`src/rtl/stream_fifo_packer_if.sv`:
```
// rtl/stream_fifo_packer_if.sv - byte stream in, FIFO write port out, for the write-side packer
interface stream_fifo_packer_if #(
    parameter int IW    = 8,
    parameter int RATIO = 4,
    parameter int ASIZE = 10
);
    // narrow input stream
    logic [IW-1:0]       s_data;
    logic                s_valid;
    logic                s_last;
    logic                s_ready;

    // FIFO write port
    logic [IW*RATIO-1:0] fifo_wdata;
    logic                fifo_w_en;
    logic                fifo_w_full;
    logic [ASIZE-1:0]    fifo_wuse;

    // upstream source plus FIFO side, as seen from outside the packer
    modport master (
        output s_data,
        output s_valid,
        output s_last,
        input  s_ready,
        input  fifo_wdata,
        input  fifo_w_en,
        output fifo_w_full,
        output fifo_wuse
    );

    // the packer itself
    modport slave (
        input  s_data,
        input  s_valid,
        input  s_last,
        output s_ready,
        output fifo_wdata,
        output fifo_w_en,
        input  fifo_w_full,
        input  fifo_wuse
    );
endinterface

```
`src/rtl/stream_fifo_packer.sv`:
```
// rtl/stream_fifo_packer.sv - packs RATIO narrow beats per FIFO word behind a one-word holding register
module stream_fifo_packer #(
    parameter int IW       = 8,
    parameter int RATIO    = 4,
    parameter int ASIZE    = 10,
    parameter int AF_LEVEL = 1000
) (
    input  logic                 wclk,
    input  logic                 rst_n,
    stream_fifo_packer_if.slave  bus,
    output logic                 almost_full,
    output logic [15:0]          word_cnt,
    output logic [15:0]          pkt_cnt
);
    localparam int DSIZE = IW * RATIO;
    localparam int IDXW  = (RATIO > 1) ? $clog2(RATIO) : 1;

    // FILL: holding register empty; HOLD: holding register owns a word for the FIFO
    typedef enum logic {
        FILL = 1'b0,
        HOLD = 1'b1
    } state_t;

    state_t            state_q;
    state_t            state_d;

    logic [DSIZE-1:0]  pack_q;
    logic [IDXW-1:0]   idx_q;
    logic [DSIZE-1:0]  out_q;
    logic              af_q;
    logic [15:0]       word_cnt_q;
    logic [15:0]       pkt_cnt_q;

    logic              out_valid;
    logic              w_en;
    logic              ready;
    logic              accept;
    logic              last_lane;
    logic              complete;
    logic [DSIZE-1:0]  merged;

    // the holding register is valid exactly when the FSM is in HOLD
    assign out_valid = (state_q == HOLD);

    // a write happens whenever a word is held and the FIFO has room this cycle;
    // a beat may enter only if the holding register is free or drains now
    assign w_en      = out_valid & ~bus.fifo_w_full;
    assign ready     = rst_n & (~out_valid | w_en);
    assign accept    = bus.s_valid & ready;
    assign last_lane = (idx_q == IDXW'(RATIO - 1));
    assign complete  = accept & (last_lane | bus.s_last);

    assign bus.fifo_wdata = out_q;
    assign bus.fifo_w_en  = w_en;
    assign bus.s_ready    = ready;

    assign almost_full = af_q;
    assign word_cnt    = word_cnt_q;
    assign pkt_cnt     = pkt_cnt_q;

    // completed word: lanes below idx from pack_q, the incoming beat at idx, zeros above
    always_comb begin
        merged = '0;
        for (int l = 0; l < RATIO; l++) begin
            if (IDXW'(l) < idx_q) begin
                merged[l*IW +: IW] = pack_q[l*IW +: IW];
            end else if (IDXW'(l) == idx_q) begin
                merged[l*IW +: IW] = bus.s_data;
            end
        end
    end

    // next state: completion always lands in HOLD, a bare drain returns to FILL
    always_comb begin
        state_d = state_q;
        case (state_q)
            FILL: begin
                if (complete) begin
                    state_d = HOLD;
                end
            end
            HOLD: begin
                if (complete) begin
                    state_d = HOLD;
                end else if (w_en) begin
                    state_d = FILL;
                end
            end
            default: state_d = FILL;
        endcase
    end

    // FSM state register
    always_ff @(posedge wclk or negedge rst_n) begin
        if (!rst_n) begin
            state_q <= FILL;
        end else begin
            state_q <= state_d;
        end
    end

    // packing datapath: collect lanes, hand a finished word to the holding register
    always_ff @(posedge wclk or negedge rst_n) begin
        if (!rst_n) begin
            pack_q <= '0;
            idx_q  <= '0;
            out_q  <= '0;
        end else if (accept) begin
            if (complete) begin
                out_q  <= merged;
                pack_q <= '0;
                idx_q  <= '0;
            end else begin
                pack_q[idx_q*IW +: IW] <= bus.s_data;
                idx_q                  <= idx_q + IDXW'(1);
            end
        end
    end

    // status: registered occupancy threshold and wrapping write/packet counters
    always_ff @(posedge wclk or negedge rst_n) begin
        if (!rst_n) begin
            af_q       <= 1'b0;
            word_cnt_q <= '0;
            pkt_cnt_q  <= '0;
        end else begin
            af_q <= (bus.fifo_wuse >= ASIZE'(AF_LEVEL));
            if (w_en) begin
                word_cnt_q <= word_cnt_q + 16'd1;
            end
            if (accept && bus.s_last) begin
                pkt_cnt_q <= pkt_cnt_q + 16'd1;
            end
        end
    end
endmodule

```
`src/flat_wrapper.sv`:
```
// flat-port wrapper written by rule: the top's interface ports become plain ports
module stream_fifo_packer_flat 
#(
    parameter int IW       = 8,
    parameter int RATIO    = 4,
    parameter int ASIZE    = 10,
    parameter int AF_LEVEL = 1000
)
  (wclk, rst_n, almost_full, word_cnt, pkt_cnt, bus_s_data, bus_s_valid, bus_s_last, bus_s_ready, bus_fifo_wdata, bus_fifo_w_en, bus_fifo_w_full, bus_fifo_wuse);
  stream_fifo_packer_if #(.IW(IW), .RATIO(RATIO), .ASIZE(ASIZE)) bus_i ();
  input  logic wclk;
  input  logic rst_n;
  output logic almost_full;
  output logic [15:0] word_cnt;
  output logic [15:0] pkt_cnt;
  input wire logic [$bits(bus_i.s_data)-1:0] bus_s_data;
  input wire logic [$bits(bus_i.s_valid)-1:0] bus_s_valid;
  input wire logic [$bits(bus_i.s_last)-1:0] bus_s_last;
  output wire logic [$bits(bus_i.s_ready)-1:0] bus_s_ready;
  output wire logic [$bits(bus_i.fifo_wdata)-1:0] bus_fifo_wdata;
  output wire logic [$bits(bus_i.fifo_w_en)-1:0] bus_fifo_w_en;
  input wire logic [$bits(bus_i.fifo_w_full)-1:0] bus_fifo_w_full;
  input wire logic [$bits(bus_i.fifo_wuse)-1:0] bus_fifo_wuse;
  assign bus_i.s_data = bus_s_data;
  assign bus_i.s_valid = bus_s_valid;
  assign bus_i.s_last = bus_s_last;
  assign bus_s_ready = bus_i.s_ready;
  assign bus_fifo_wdata = bus_i.fifo_wdata;
  assign bus_fifo_w_en = bus_i.fifo_w_en;
  assign bus_i.fifo_w_full = bus_fifo_w_full;
  assign bus_i.fifo_wuse = bus_fifo_wuse;
  stream_fifo_packer #(.IW(IW), .RATIO(RATIO), .ASIZE(ASIZE), .AF_LEVEL(AF_LEVEL)) u_core (.wclk(wclk), .rst_n(rst_n), .bus(bus_i), .almost_full(almost_full), .word_cnt(word_cnt), .pkt_cnt(pkt_cnt));
endmodule
```
`config.mk`:
```
export PLATFORM = sky130hd
export DESIGN_NAME = stream_fifo_packer_flat
export DESIGN_NICKNAME = d
export VERILOG_FILES = /design/src/rtl/stream_fifo_packer_if.sv /design/src/rtl/stream_fifo_packer.sv /design/src/flat_wrapper.sv
export SDC_FILE = /design/constraint.sdc
export NUM_CORES = 1
export LEC_CHECK = 0
export ABC_AREA = 1
export CORE_UTILIZATION = 55
export CTS_CLUSTER_DIAMETER = 120
export DETAILED_ROUTE_END_ITERATION = 10
export GPL_ROUTABILITY_DRIVEN = 0
export GPL_TIMING_DRIVEN = 0
export PLACE_DENSITY_LB_ADDON = 0.25
export SYNTH_ARGS = -nofsm -noshare
export SYNTH_HDL_FRONTEND = slang
export SYNTH_SLANG_ARGS = --single-unit
```
`constraint.sdc`:
```
create_clock -name wclk -period 3.7 [get_ports wclk]
set_input_delay 0.925 -clock wclk [delete_from_list [all_inputs] [get_ports wclk]]
set_output_delay 0.925 -clock wclk [all_outputs]
set_load 0.01 [all_outputs]
```
==> results.toml <==
[status]
status = "completed"

[layout]
multi_input_area_um2 = 1760
num-fill-cells = 572
fin_nets = 645
seqCellArea_um2 = 2300
diodes = 0
drive_gt1_share_pct = 6.14
area_growth_syn_to_layout_pct = 28.3
stdcell_count = 718
utilization_pct = 74.7

[synth]
synth_cell_types = 28
syn_area_um2 = 4310
ys_seq_elements = 92
yosysWarnings = 0
syn_nets = 547
synth_area_leaders = "dfrtp_1 53%, nand2_1 16%, nand3_1 4.5%"
netlist_instances = 517
synth_seq_area_share_pct = 53.4
avgSynthCellArea_um2 = 8.34
synth_top_area_share_pct = 53.4
yosys.area.top_type = "dfrtp_1"

[clock_tree]
htree_num_levels = 3
cts_buffers = 9
cts_setup_buffers = 0
hold_buffers = 0
cts.clk_slew.worst_paths_ns = 0.08
post_cts_resized = 0
cts_tree = "done"
root_buffer = "clkbuf_8"
clk_path_buf_depth = 2
clk_latency_ns = 0.35
clock-sinks = 92

[global_route]
grt-ovfl-total = 0
grt_antenna_before_repair = 0
grt_busiest_layer = "met2"
grtUsageMet1_pct = 33.7
grt_pass1_vias = 3633
grt_first_pass_wirelength_um = 16900
grt.met3_usage_pct = 4.21
grtUsageMet2_pct = 43.5
grt_usage_pct = 26.0
grt_max_degree = 65

[place]
port_buffers = 86
hpwl_um = 7330
pre_cts_ws_ns = 0.396
dp_cells = 703

[power]
power_frac_comb_pct = 30.8
ir_drop_mv = 0.346
p_per_area_nw_per_um2 = 534
switching_share_pct = 32.3
power_switching_mw = 0.954
p_leak_nw = 2.62
p_seq_share_pct = 45.5
clockPowerShare_pct = 23.7
internal_power_mw = 2.00

[timing]
finalClockSkew_ns = 0.0109
tightestPinTransition_ns = 0.591
clock.fmax_mhz = 303
rsz0062_at_grt = "no"
finalCriticalPeriod_ns = 3.30
setup_violations = 0
slew_headroom_pct = 60.3
slew_violations = 0
setup_slack_ns = 0.404
fin_crit_sh_pct = 89.1
hold_viol = 0

[critical_path]
cp_max_fo = 6
crit_type = "input pin to primary output"
ff2ff_path_depth = 9
cp_slowest_cell = "clkdlybuf4s50_1"
path_cells = "clkdlybuf4s50_1 > inv_1 > nand2_1 > inv_1 > clkdlybuf4s50_1"
end_kind = "primary output"
required_ns = 2.77
critPathArrivalTime_ns = 2.37
startpoint_type = "input pin"
max_stage_delay_ns = 0.58

[route]
drt_iter0_markers = 198
vias_per_cell = 5.29
dr_total_vias = 3795
drc = 0
wire_per_inst_um = 14.2
ant_nets = 0
wl_um = 10200
first_pass_iters = 4

[floorplanning]
rows = 31
die_area_um2 = 8200
ioPinCount = 90
die_w_um = 90.5
core_um2 = 7410
start_util_pct = 58.2
dieHeight_um = 90.5

[run]
drv_cap = 0

[hold_path]
whs_path_depth = 2
hold_path_class = "flop to flop"
## flip-flops by register name, summed over array words and instances, names as in the netlist
| register | cells |
|---|---|
| u_core.bus.fifo_wdata | 32 |
| u_core.pkt_cnt | 16 |
| u_core.idx_q | 2 |
| u_core.word_cnt | 16 |
| u_core.pack_q | 24 |
| u_core.almost_full | 1 |
| u_core.out_valid | 1 |
## layout by cell type (no fill, tap or decap), types with 2 or more instances in the layout
| cell | n |
|---|---|
| clkbuf_8 | 12 |
| xnor2_1 | 6 |
| a31oi_1 | 22 |
| clkbuf_1 | 4 |
| nand4_1 | 11 |
| nor2_1 | 48 |
| nand3_1 | 39 |
| nand2_1 | 182 |
| nor2_4 | 3 |
| inv_1 | 43 |
| nor2_2 | 4 |
| o21ai_1 | 2 |
| clkinvlp_4 | 2 |
| buf_2 | 7 |
| buf_6 | 3 |
| ha_1 | 7 |
| nand3b_1 | 3 |
| o21ai_0 | 19 |
| clkdlybuf4s50_1 | 85 |
| xor2_1 | 10 |
| nor3_1 | 3 |
| dfrtp_1 | 92 |
## kinds of logic (layout without fill, tap and decap cells)
logic type / Yosys count / in the layout / share of synthesized area, %
buffers and inverters: 59 / 161 / 5.89
AND/OR/NAND/NOR: 298 / 298 / 29.5
XOR/XNOR: 16 / 16 / 3.25
adder cells (fa/ha/maj): 7 / 7 / 2.03
AO/OA/AOI/OAI: 45 / 45 / 5.98
flip-flops: 92 / 92 / 53.4
## cells in the mapped netlist, drive strengths merged
library cell / number
a21o: 1
a31oi: 22
and2: 1
and3: 1
buf: 10
clkbuf: 5
clkinv: 1
dfrtp: 92
ha: 7
inv: 43
nand2: 183
nand3: 40
nand3b: 3
nand4: 11
nor2: 55
nor3: 4
o21ai: 21
o31ai: 1
xnor2: 6
xor2: 10
## layout make-up
| class | count | share of cell area, % |
|---|---|---|
| clock buffers | 12 | 2.99 |
| inverters | 44 | 2.99 |
| plain buffers | 15 | 1.61 |
| flip-flops and latches | 92 | 41.6 |
| multi-input cells | 366 | 31.7 |
| well taps | 99 | 2.24 |
| clock inverters | 3 | 0.814 |
| repair buffers | 87 | 16.0 |
## stage by stage
step	power (mW)	hold slack, ns	TNS, ns	instance area [um^2]
after global placement	2.23	0.456	-331.96	5300
after global routing	3.12	0.505	0	5530
after detailed placement	2.27	0.463	0	5320
final	2.95	0.478	0	5530
after floorplan	1.79	0.442	0	4310
after CTS	2.96	0.484	0	5530
## critical path: cells and delay by family
kind	cells	cell delay [ns]
buf+inv	4	1.31
simple gates	1	0.14
## path summary, 6_finish.rpt
check | startpoint | endpoint | slack (ns)
hold reg to reg | u_core.bus.fifo_wdata[26]$_DFFE_PN0P_ | u_core.bus.fifo_wdata[26]$_DFFE_PN0P_ | 0.48
max in group asynchronous | rst_n | u_core.pack_q[23]$_DFFE_PN0P_ | 2.53
hold / removal | u_core.bus.fifo_wdata[26]$_DFFE_PN0P_ | u_core.bus.fifo_wdata[26]$_DFFE_PN0P_ | 0.48
min in group asynchronous | rst_n | u_core.word_cnt[8]$_DFFE_PN0N_ | 0.50
setup / recovery | bus_fifo_w_full | bus_fifo_w_en | 0.40
setup reg to reg | u_core.idx_q[1]$_DFFE_PN0P_ | u_core.pack_q[5]$_DFFE_PN0P_ | 1.14
## power groups by stage
stage / Sequential [mW] / Clock (mW) / Combinational [mW]
final: 1.34 / 0.700 / 0.910
after global routing: 1.37 / 0.747 / 1.00
after CTS: 1.34 / 0.707 / 0.914
after detailed placement: 1.36 / 0 / 0.908
after global placement: 1.35 / 0 / 0.881
after floorplan: 1.40 / 0 / 0.386
## routing by layer
metal,share of wire (%),up-vias
met5,0,-
met1,45,1817
met2,49,117
met3,4.7,19
met4,1.8,0
li1,-,1842
(Power assumes the default switching activity.)
